==> config.mk <==
export PLATFORM = sky130hd
export DESIGN_NAME = stream_pattern_gen
export DESIGN_NICKNAME = d
export VERILOG_FILES = /design/src/rtl/stream_test_pkg.sv /design/src/rtl/IPIF_parameterDecode.sv /design/src/rtl/prbs32_lfsr.sv /design/src/rtl/stream_pattern_gen.sv
export SDC_FILE = /design/constraint.sdc
export NUM_CORES = 1
export LEC_CHECK = 0
export ABC_CLOCK_PERIOD_IN_PS = 59200
export CORE_MARGIN = 2
export CORE_UTILIZATION = 35
export DETAILED_ROUTE_END_ITERATION = 7
export GPL_TIMING_DRIVEN = 0
export PLACE_DENSITY = 0.59
export REMOVE_ABC_BUFFERS = 1
export SLEW_MARGIN = 5
export SYNTH_ARGS = -nofsm -noshare
export SYNTH_HDL_FRONTEND = slang
export SYNTH_SLANG_ARGS = --single-unit
==> constraint.sdc <==
create_clock -name clk -period 59.2 [get_ports clk]
set_input_delay 11.84 -clock clk [delete_from_list [all_inputs] [get_ports clk]]
set_output_delay 11.84 -clock clk [all_outputs]
set_load 0.005 [all_outputs]
==> src/rtl/stream_test_pkg.sv <==
// Shared types and constants for the stream pattern generator.
// Pure declarations, no timing.
// No flow control here.
package stream_test_pkg;

  typedef enum logic [1:0] {
    MODE_COUNTER = 2'd0,
    MODE_PRBS    = 2'd1,
    MODE_FIXED   = 2'd2
  } mode_t;

  typedef enum logic [1:0] {
    ST_IDLE = 2'd0,
    ST_RUN  = 2'd1,
    ST_DONE = 2'd2
  } state_t;

  // Fibonacci tap mask for x^32 + x^22 + x^2 + x + 1 (bits 31, 21, 1, 0)
  localparam logic [31:0] LFSR_POLY = 32'h8020_0003;

  // Decoded view of the control registers
  typedef struct packed {
    logic [31:0] word_limit;
    logic [31:0] seed;
    mode_t       mode;
    logic        enable;
  } param_t;

  // One shift of the LFSR: shift left, feedback enters at bit 0
  function automatic logic [31:0] lfsr_step(input logic [31:0] s);
    return {s[30:0], ^(s & LFSR_POLY)};
  endfunction

endpackage

==> src/rtl/IPIF_parameterDecode.sv <==
// IPIF slave register file: byte-enabled writes, CE-selected readback mux.
// Acks are combinational in the same cycle as the chip enable.
// Never stalls the bus.
module IPIF_parameterDecode #(
  parameter int C_S_AXI_DATA_WIDTH = 32,
  parameter int N_REG              = 4
) (
  input  logic                                     clk,
  input  logic                                     resetn,
  input  logic                                     cs,
  input  logic                                     rnw,
  input  logic [N_REG-1:0]                         rd_ce,
  input  logic [N_REG-1:0]                         wr_ce,
  input  logic [C_S_AXI_DATA_WIDTH/8-1:0]          be,
  input  logic [C_S_AXI_DATA_WIDTH-1:0]            wr_data,
  input  logic [N_REG-1:0][C_S_AXI_DATA_WIDTH-1:0] rd_regs,
  output logic [N_REG-1:0][C_S_AXI_DATA_WIDTH-1:0] regs,
  output logic [N_REG-1:0]                         wr_stb,
  output logic [C_S_AXI_DATA_WIDTH-1:0]            rd_data,
  output logic                                     wr_ack,
  output logic                                     rd_ack
);

  logic [N_REG-1:0] rd_stb;

  assign wr_stb = wr_ce & {N_REG{cs & ~rnw}};
  assign rd_stb = rd_ce & {N_REG{cs & rnw}};
  assign wr_ack = |wr_stb;
  assign rd_ack = |rd_stb;

  // Byte-lane writes into the selected register
  always_ff @(posedge clk or negedge resetn) begin
    if (!resetn) begin
      regs <= '0;
    end else begin
      for (int i = 0; i < N_REG; i++) begin
        for (int b = 0; b < C_S_AXI_DATA_WIDTH / 8; b++) begin
          if (wr_stb[i] && be[b]) regs[i][8*b +: 8] <= wr_data[8*b +: 8];
        end
      end
    end
  end

  // Readback mux; zero when nothing is selected
  always_comb begin
    rd_data = '0;
    for (int i = 0; i < N_REG; i++) begin
      if (rd_stb[i]) rd_data = rd_data | rd_regs[i];
    end
  end

endmodule

==> src/rtl/prbs32_lfsr.sv <==
// 32-bit Fibonacci LFSR with synchronous load; a zero seed is forced to 1.
// State updates one cycle after load/advance.
// No backpressure; caller decides when to advance.
module prbs32_lfsr
  import stream_test_pkg::*;
(
  input  logic        clk,
  input  logic        rst_n,
  input  logic        load,
  input  logic [31:0] seed,
  input  logic        advance,
  output logic [31:0] state
);

  // Load has priority so a run always starts from the seed
  always_ff @(posedge clk or negedge rst_n) begin
    if (!rst_n) begin
      state <= '0;
    end else if (load) begin
      state <= (seed == 32'd0) ? 32'd1 : seed;
    end else if (advance) begin
      state <= lfsr_step(state);
    end
  end

endmodule

==> src/rtl/stream_pattern_gen.sv <==
// AXI-Stream pattern source (counter / PRBS / fixed) with IPIF control.
// First word one cycle after enable is seen; one word per cycle while TREADY=1.
// Presented word and TLAST are held while TREADY=0; a word is never withdrawn.
module stream_pattern_gen
  import stream_test_pkg::*;
#(
  parameter int C_S_AXI_ADDR_WIDTH = 32,
  parameter int C_S_AXI_DATA_WIDTH = 32,
  parameter int N_REG              = 4,
  parameter int TDATA_WIDTH        = 32
) (
  input  logic                            clk,
  input  logic                            aresetn,
  output logic [TDATA_WIDTH-1:0]          M_AXIS_TDATA,
  output logic                            M_AXIS_TVALID,
  input  logic                            M_AXIS_TREADY,
  output logic                            M_AXIS_TLAST,
  input  logic                            IPIF_Bus2IP_resetn,
  input  logic [C_S_AXI_ADDR_WIDTH-1:0]   IPIF_Bus2IP_Addr,
  input  logic                            IPIF_Bus2IP_RNW,
  input  logic [C_S_AXI_DATA_WIDTH/8-1:0] IPIF_Bus2IP_BE,
  input  logic                            IPIF_Bus2IP_CS,
  input  logic [N_REG-1:0]                IPIF_Bus2IP_RdCE,
  input  logic [N_REG-1:0]                IPIF_Bus2IP_WrCE,
  input  logic [C_S_AXI_DATA_WIDTH-1:0]   IPIF_Bus2IP_Data,
  output logic [C_S_AXI_DATA_WIDTH-1:0]   IPIF_IP2Bus_Data,
  output logic                            IPIF_IP2Bus_WrAck,
  output logic                            IPIF_IP2Bus_RdAck,
  output logic                            IPIF_IP2Bus_Error
);

  localparam int DW = C_S_AXI_DATA_WIDTH;
  localparam int W  = TDATA_WIDTH;

  logic [N_REG-1:0][DW-1:0] regs, rd_regs;
  logic [N_REG-1:0]         wr_stb;
  param_t                   prm;

  logic        soft_q, rst_int, latch_p, inject_p;
  state_t      state_q, state_d;
  mode_t       mode_q;
  logic [31:0] limit_q, run_cnt, word_count, err_count, lat_wc, lat_err;
  logic [31:0] lfsr_state;
  logic [W-1:0] word_q, pattern;
  logic        xfer, load, advance, last_word;
  logic        inj_pend, inj_act, pend_eff;
  logic        unused_bits;

  IPIF_parameterDecode #(.C_S_AXI_DATA_WIDTH(DW), .N_REG(N_REG)) u_decode (
    .clk(clk), .resetn(IPIF_Bus2IP_resetn), .cs(IPIF_Bus2IP_CS), .rnw(IPIF_Bus2IP_RNW),
    .rd_ce(IPIF_Bus2IP_RdCE), .wr_ce(IPIF_Bus2IP_WrCE), .be(IPIF_Bus2IP_BE),
    .wr_data(IPIF_Bus2IP_Data), .rd_regs(rd_regs), .regs(regs), .wr_stb(wr_stb),
    .rd_data(IPIF_IP2Bus_Data), .wr_ack(IPIF_IP2Bus_WrAck), .rd_ack(IPIF_IP2Bus_RdAck)
  );

  assign IPIF_IP2Bus_Error = 1'b0;
  assign prm = '{word_limit: regs[3][31:0], seed: regs[2][31:0],
                 mode: mode_t'(regs[1][2:1]), enable: regs[1][0]};

  // reg0 is write-only: its bits act as one-cycle command pulses
  assign latch_p  = wr_stb[0] & IPIF_Bus2IP_Data[1];
  assign inject_p = wr_stb[0] & IPIF_Bus2IP_Data[2];

  // Register the soft reset so the async reset net is glitch-free
  always_ff @(posedge clk or negedge aresetn) begin
    if (!aresetn) soft_q <= 1'b0;
    else          soft_q <= wr_stb[0] & IPIF_Bus2IP_Data[0];
  end
  assign rst_int = aresetn & ~soft_q;

  assign xfer      = (state_q == ST_RUN) & M_AXIS_TREADY;
  assign last_word = (limit_q != 32'd0) && (run_cnt == limit_q - 32'd1);

  // State register
  always_ff @(posedge clk or negedge rst_int) begin
    if (!rst_int) state_q <= ST_IDLE;
    else          state_q <= state_d;
  end

  // Next state; a presented word always completes before leaving RUN
  always_comb begin
    state_d = state_q;
    load    = 1'b0;
    advance = 1'b0;
    case (state_q)
      ST_IDLE: if (prm.enable) begin
        state_d = ST_RUN;
        load    = 1'b1;
      end
      ST_RUN: if (xfer) begin
        if (last_word)        state_d = ST_DONE;
        else if (!prm.enable) state_d = ST_IDLE;
        else                  advance = 1'b1;
      end
      ST_DONE: if (!prm.enable) state_d = ST_IDLE;
      default: state_d = ST_IDLE;
    endcase
  end

  prbs32_lfsr u_lfsr (
    .clk(clk), .rst_n(rst_int), .load(load), .seed(prm.seed),
    .advance(advance), .state(lfsr_state)
  );

  // Run settings are captured only at run start; counter/fixed word source
  always_ff @(posedge clk or negedge rst_int) begin
    if (!rst_int) begin
      mode_q  <= MODE_COUNTER;
      limit_q <= '0;
      run_cnt <= '0;
      word_q  <= '0;
    end else if (load) begin
      mode_q  <= prm.mode;
      limit_q <= prm.word_limit;
      run_cnt <= '0;
      word_q  <= prm.seed[W-1:0];
    end else if (xfer) begin
      run_cnt <= run_cnt + 32'd1;
      if (advance && mode_q == MODE_COUNTER) word_q <= word_q + W'(1);
    end
  end

  // An injection attaches to the next word to be presented, so a stalled
  // word never changes; pulses arriving while one is outstanding are dropped
  assign pend_eff = inj_pend | (inject_p & ~inj_act);
  always_ff @(posedge clk or negedge rst_int) begin
    if (!rst_int) begin
      inj_pend <= 1'b0;
      inj_act  <= 1'b0;
    end else if (load || advance) begin
      inj_act  <= pend_eff;
      inj_pend <= 1'b0;
    end else if (xfer) begin
      inj_act  <= 1'b0;
      inj_pend <= pend_eff;
    end else begin
      inj_pend <= pend_eff;
    end
  end

  // Saturating statistics and their latched snapshot
  always_ff @(posedge clk or negedge rst_int) begin
    if (!rst_int) begin
      word_count <= '0;
      err_count  <= '0;
      lat_wc     <= '0;
      lat_err    <= '0;
    end else begin
      if (xfer && word_count != '1) word_count <= word_count + 32'd1;
      if (xfer && inj_act && err_count != '1) err_count <= err_count + 32'd1;
      if (latch_p) begin
        lat_wc  <= word_count;
        lat_err <= err_count;
      end
    end
  end

  assign pattern       = (mode_q == MODE_PRBS) ? lfsr_state[W-1:0] : word_q;
  assign M_AXIS_TVALID = (state_q == ST_RUN);
  assign M_AXIS_TDATA  = M_AXIS_TVALID ? (pattern ^ W'(inj_act)) : '0;
  assign M_AXIS_TLAST  = M_AXIS_TVALID & last_word;

  // Readback: reg0 latched word_count, reg1 latched err_injected, others as written
  always_comb begin
    rd_regs = regs;
    rd_regs[0] = DW'(lat_wc);
    rd_regs[1] = DW'(lat_err);
  end

  assign unused_bits = ^{IPIF_Bus2IP_Addr, regs, lfsr_state};

endmodule
==> metrics <==
setup repair after global routing missed its margin false; most instantiated library cell after synthesis dfrtp_1; count of pins over their slew limit 0; top cell types by occurrence after synthesis dfrtp_1 (330), nand2_1 (297), mux2_2 (129), nor2_1 (99), xnor2_1 (91); sum of net half-perimeters after detailed placement 35790 um; worst-case headroom to the max-slew limit 12.44%; die boundary height 222.4 um; Async S/R FF share, synth 100.0%; setup fix buffers added after clock tree synthesis 0; area of the mapped netlist 16690 um2; mean instance size in the synthesized netlist 10.03 um2; power dissipated by switching net loads ~0.28 mW; number of vias in the routed layout 12940; status completed; library cell occupying the most area in the post-synthesis netlist dfrtp_1; complex-gate fraction of the synthesized area 10.09%; worst reg2reg endpoint word_q[28]; via count normalized by instance count around 5.4; GPL Wtd Cong roughly 0.87; portion of the post-synthesis area used by sequential elements around 49%; count of unresolved DRC violations after routing 0; Setup crit start IPIF_Bus2IP_RNW; fraction of the mapped netlist area in simple logic gates 19.04%; Post-Syn Instances roughly 1700; slowest stage cell, crit path and3_2; gr usage total about a fifth; main combinational cell family by area after synthesis simple AND/OR/NAND/NOR gates; cell depth of the worst setup path 5; antenna violations before repair 1; initial core utilization 35.19%; Std-Cell Core Area 47450 um2; detailed-router iteration count before antenna repair 7; Inserted Clock Buffers 36; nature of the critical path endpoint output pin; Worst IR Drop VDD 17.44 uV; remaining antenna violation count after routing 0; Final Net Count 1843; horizontal extent of the die 222.4 um; leakage power figure 8.707 nW; actual transition at the worst max-transition pin 1313 ps; number of levels in the clock H-tree 2; Die ar. 49460 um2; sum of overflow across all layers after global routing 0; Boundary Pins approximately 150; Port Buf Inserts 117; initial detailed-routing violation count 861; count of cell types in the netlist 66; final period demand of the worst path 26000 ps; cell types with the largest area share after synthesis dfrtp_1 (49%), mux2_2 (8.7%), nand2_1 (6.7%), xnor2_1 (4.8%), xor2_1 (3.3%); R2R cell count 6; wire length after detailed routing 48290 um; worst setup path endpoint IPIF_IP2Bus_Data[29]; ratio of total power to cell area 39.37 nW/um2; count of max-cap constraint violations 0; clock-pin slew on the worst setup and hold paths around 60 ps; number of setup violations in the final report 0; fmax ~38 MHz; Final Cycle Share a little over two fifths; adder-cell area share of the yosys netlist 0.4497%; total of hold buffers inserted after clock tree synthesis 0; root cell of the clock tree clkbuf_16; startpoint type of the worst setup path input port; Area Growth Syn to Fin 18.47%; Primary FF master, synth dfrtp_1; yosys warns 0; number of clock sinks seen by CTS 330; RR Startpoint state_q[1]; pin count of the biggest net entering global routing 64; standard-cell row count 80; crit-path most repeated cell clkdlybuf4s50_1; register-to-register setup slack 54600 ps; proportion of power drawn by the clock network between 20 and 30%; data arrival time of the worst path 14160 ps; Skew-Pair Late Insertion Delay 540 ps; worst hold-check path type reg2reg; Clock Path Buffers 3; first-pass GRT wire length ~76000 um; number of buffer and inverter instances along the worst setup path 2; layout cell share with drive strength beyond 1 13.16%; ordered cell list for the critical path clkdlybuf4s50_1 > and3_2 > a22oi_1 > nand2_1 > clkdlybuf4s50_1; maximum fanout along the worst path 33; Post-Route Skew between 15 and 20 ps; xor and xnor area share after synthesis 8.027%; CP top delay family buffers and inverters; switching part of the total 35.58%; final count of hold timing violations 0; max incr delay on CP 750 ps; design internal power around 0.50 mW; portion of total power attributed to sequential cells 44.0%; Logic pwr share around 28%; Post-synth EDFFs 0; critical path class in2out; antenna diode instance count 0; total design power 0.7786 mW; flip-flop and latch count after synthesis 330; clock tree from TritonCTS built; multiplexer fraction of the synthesized cell area about a tenth; area share of the largest cell type after synthesis 49.46%; via count of the first global-routing pass between 10000 and 15000; Gates resized, CTS repair 0; data required time at the worst endpoint 47360 ps; final sum of negative setup slack 0 ps; Routed WL per cell between 20 and 25 um
## worst min path at each step
| stage | startpoint | to | cells past startpoint |
|---|---|---|---|
| floorplan | u_decode.regs[33] | mode_q[0] | 2 |
| global placement | word_count[29] | word_count[29] | 1 |
| detailed placement | word_count[29] | word_count[29] | 1 |
| CTS | word_count[29] | word_count[29] | 1 |
| global route | err_count[9] | err_count[9] | 1 |
| finish | word_count[29] | word_count[29] | 1 |
## routing by layer
layer	vias up	GRT usage, %	share of wire, %
li1	6050	-	-
met1	6467	26.33	45
met2	341	31.85	47
met3	77	3.121	5.0
met4	0	7.144	3.4
met5	-	0	0
## cell usage in the layout, fill, tap and decap left out, types with 4 or more instances in the layout
master           instances
a22oi_1                 69
or4_1                    8
nor3_1                  42
a221o_1                 20
and3_2                   4
a311o_1                 14
a21oi_1                 49
buf_12                   9
xnor2_1                 91
buf_6                    4
o211ai_1                 8
xor2_1                  62
a21boi_0                 4
dfrtp_1                330
clkbuf_1                 8
and3_1                  18
nor4_1                  15
clkdlybuf4s50_1        116
buf_4                    5
clkbuf_8                 7
inv_1                   38
mux2i_1                 20
nand3_1                 60
nand2_1                297
ha_1                     6
nor4_2                   4
and2_1                  22
o21ai_0                 41
clkinv_2                 6
clkbuf_16               37
nor2_1                  99
and4_1                   8
o311ai_1                 4
mux2_2                 129
nand4_1                 39
or3_1                   11
nand2b_1                 5
## area by class of cell
cell class                 count  area (um2)
fill                        4627       27670
clock buffer                  52        1052
inverter                      38       142.6
tap                          615       769.5
sequential                   330        8258
timing repair buffer         138        1509
multi-input combinational   1211        7991
clock inverter                 9       55.05
## flip-flops by register name, indices dropped and copies added, names as in the netlist
register / flops
u_decode.regs: 67
soft_q: 1
inj_act: 1
lat_err: 32
state_q: 2
word_q: 32
mode_q: 2
limit_q: 32
u_lfsr.state: 32
word_count: 32
run_cnt: 32
err_count: 32
lat_wc: 32
inj_pend: 1
## cell families (layout without fill, tap and decap cells)
logic type,after synthesis,count (layout)
AND/OR/NAND/NOR,665,665
flip-flops,330,330
adder cells (fa/ha/maj),6,6
XOR/XNOR,153,153
AO/OA/AOI/OAI,237,237
multiplexers,149,149
buffers and inverters,123,237
other,1,1
## power by group through the flow
stage,clock (mW),sequential [mW],combinational [mW]
after detailed placement,0,0.345,0.221
after floorplan,0,0.319,0.146
final,0.215,0.343,0.221
after global placement,0,0.343,0.214
after CTS,0.221,0.341,0.222
after global routing,0.229,0.350,0.244
## per-stage QoR
step / hold WS [ps] / setup WS [ps] / cell area, um2 / instances / utilization (%)
finish: 475.5 / 33200 / 19780 / 2393 / 41.69
global placement: 459.3 / 23150 / 18280 / 2311 / 38.52
floorplan: 433.1 / 31040 / 16340 / 1579 / -
CTS: 478.5 / 33200 / 19770 / 2393 / 41.67
detailed placement: 469.8 / 33220 / 18660 / 2332 / 39.34
global route: 503.4 / 33110 / 19780 / 2393 / 41.69
Note: power is estimated with default switching activity, not from simulation.
==> RTL change, RTL diff (config.mk and constraints unchanged) <==
`C_S_AXI_DATA_WIDTH` is set to 32 in 2 places; all go to 48.
--- a/src/rtl/IPIF_parameterDecode.sv
+++ b/src/rtl/IPIF_parameterDecode.sv
@@ -2,7 +2,7 @@
 // Acks are combinational in the same cycle as the chip enable.
 // Never stalls the bus.
 module IPIF_parameterDecode #(
-  parameter int C_S_AXI_DATA_WIDTH = 32,
+  parameter int C_S_AXI_DATA_WIDTH = 48,
   parameter int N_REG              = 4
 ) (
   input  logic                                     clk,
--- a/src/rtl/stream_pattern_gen.sv
+++ b/src/rtl/stream_pattern_gen.sv
@@ -5,7 +5,7 @@
   import stream_test_pkg::*;
 #(
   parameter int C_S_AXI_ADDR_WIDTH = 32,
-  parameter int C_S_AXI_DATA_WIDTH = 32,
+  parameter int C_S_AXI_DATA_WIDTH = 48,
   parameter int N_REG              = 4,
   parameter int TDATA_WIDTH        = 32
 ) (
Ports: changed (resized IPIF_Bus2IP_BE, IPIF_Bus2IP_Data and IPIF_IP2Bus_Data); port bits go from 151 to 185. No check against the original RTL was run, so the function may have changed too.
==> RTL change against the unedited design <==
Setup slack improved by 140 ps; clock skew rose by 7.9 ps; die area rose by 8.0%; sequential cell count rose by 32; total power rose by 13%; non-clock buffer count rose by 32; synthesized area rose by 8.2%; highest routed layer unchanged; fmax rose by 0.52%; design area rose by 11%; via count rose by 8.8%; largest power group unchanged; final cell count rose by 8.4%; routed wire length rose by 8.9%.
==> RTL change: results (changes against the unedited design) <==
* Synthesized area per cell at 10.3 um2 (was 10.0 um2)
* Switch share at 34.5% (was 35.6%)
* Nonclk buf count at 170 (was 138)
* Grt met1 use at 27.3% (was 26.3%)
* Post-synth top cells: dfrtp_1 (362), nand2_1 (298), mux2_2 (165), nor2_1 (110), xnor2_1 (88) (was dfrtp_1 (330), nand2_1 (297), mux2_2 (129), nor2_1 (99), xnor2_1 (91))
* Clock buffers at 55 (was 52)
* Leak pwr at 9.43 nW (was 8.71 nW)
* Met3 GRT Util at 2.97% (was 3.12%)
* Layout non-clock buf frac at 8.85% (was 7.63%)
* Cts bufs inserted at 41 (was 36)
* WL/cell at 20.3 um (was 20.2 um)
* Clock transition at the registers of the reported paths at 60 ps (about the same)
* Inverters at 15 (was 38)
* Met3 wire length at 2570 um (was 2420 um)
* Number of diodes at 2 (was 0)
* Vias at 14100 (was 12900)
* Area of the multi-input gates at 8610 um2 (was 7990 um2)
* Non-filler instance count after layout at 2595 (was 2393)
* 1st-pass router iterations at 5 (was 7)
* Sequential element share of the synthesized area at 50.2% (was 49.5%)
* Maximum vdd drop at 0.0000231 V (was 0.0000174 V)
* Multiplexer share of the synthesized area at 12.2% (was 9.90%)
* Initial antenna violation count at 2 (was 1)
* Tcrit/Tclk final at 43.7% (was 43.9%)
* DRT met1 WL at 24200 um (was 21600 um)
* I/O Buffers at 151 (was 117)
* Clock latency at the later pin of the worst-skew pair at 570 ps (was 540 ps)
* Status: completed (unchanged)
* WL met2 at 24500 um (was 22600 um)
* R2r setup slk at 53940 ps (was 54600 ps)
* Place WS at 33340 ps (was 33220 ps)
* Layout cells sized above 1 at 14.6% (was 13.2%)
* Hpwl dp at 38700 um (was 35800 um)
* Post-Synth Adder-Cell Area at 0.416% (was 0.450%)
* Global-route wire length before repair at 82600 um (was 75900 um)
* GRT Overall Usage at 19.7% (was 19.5%)
* Crit Path Max Fanout at 33 (unchanged)
* Clock network share of area at 6.24% (was 5.60%)
* Final GP Congestion at 0.874 (was 0.870)
* Post-synthesis xor/xnor area fraction at 6.64% (was 8.03%)
* Least-Margin Pin Slew at 1300 ps (was 1310 ps)
* Fraction of area in registers at 41.4% (was 41.8%)
* Max FFs per register at 99 (was 67)
* Final net count at 1988 (was 1843)
* Met2 Usage GRT at 31.6% (was 31.9%)
* Ranking of synthesized cells by area: dfrtp_1 (50%), mux2_2 (10%), nand2_1 (6.2%), xnor2_1 (4.3%), a22oi_1 (2.8%) (was dfrtp_1 (49%), mux2_2 (8.7%), nand2_1 (6.7%), xnor2_1 (4.8%), xor2_1 (3.3%))
* Dominant synthesized flop cell: dfrtp_1 (unchanged)
* Multi-input logic cell count at 1292 (was 1211)
* Layout Skew at 26.0 ps (was 18.1 ps)
* Filler cell count at 4830 (was 4627)
* DRC marker count from the first detailed-route iteration at 873 (was 861)
* Cell Count Post-Placement at 2519 (was 2332)
* Compound-Gate Fraction of Synth Area at 9.86% (was 10.1%)
* Synth cell types at 72 (was 66)
* Flop and latch count out of synthesis at 362 (was 330)
* Largest net degree at the start of global routing at 84 (was 64)
[RTL change: cell count changes after synthesis, moves of 14 or more]
cell	change
mux2i_1	+14
a31oi_1	+19
or3_1	+14
dfrtp_1	+32
and3_1	+14
a21oi_1	+29
a22o_1	+15
inv_1	-23
mux2_2	+36
nor3_1	-20
a221o_1	-19
o21ai_0	-15
[RTL change: power groups by stage]
stage / registers (mW) / clock network (mW) / logic, mW
floorplan: 0.346 / 0 / 0.162
global placement: 0.371 / 0 / 0.240
detailed placement: 0.373 / 0 / 0.250
CTS: 0.368 / 0.265 / 0.251
global route: 0.378 / 0.275 / 0.276
finish: 0.371 / 0.260 / 0.250
[RTL change: through the flow]
| step | hold WS [ps] | area [um2] | utilization (%) |
|---|---|---|---|
| after floorplan | 433 | 17700 | - |
| after global placement | 470 | 20000 | 39.1 |
| after detailed placement | 475 | 20500 | 40.1 |
| after CTS | 475 | 21900 | 42.7 |
| after global routing | 503 | 21900 | 42.7 |
| final | 474 | 21900 | 42.7 |
[RTL change: path summary, 6_finish.rpt]
check	end	cells after the start	startpoint
setup reg to reg	word_q[28]$_DFFE_PN0P_	11	limit_q[0]$_DFFE_PN0P_
min in group asynchronous	lat_wc[1]$_DFFE_PN0P_	1	soft_q$_DFF_PN0_
setup / recovery	IPIF_IP2Bus_Data[31]	5	IPIF_Bus2IP_RNW
max in group asynchronous	lat_err[21]$_DFFE_PN0P_	6	aresetn
hold reg to reg	limit_q[11]$_DFFE_PN0P_	2	u_decode.regs[155]$_DFFE_PN0P_
hold / removal	limit_q[11]$_DFFE_PN0P_	2	u_decode.regs[155]$_DFFE_PN0P_
[RTL change: tightest hold or removal path, delay by kind of cell, from the launching register on]
family           cells  cell delay [ps]
DFF                  1              360
and+or+nand+nor      2              100
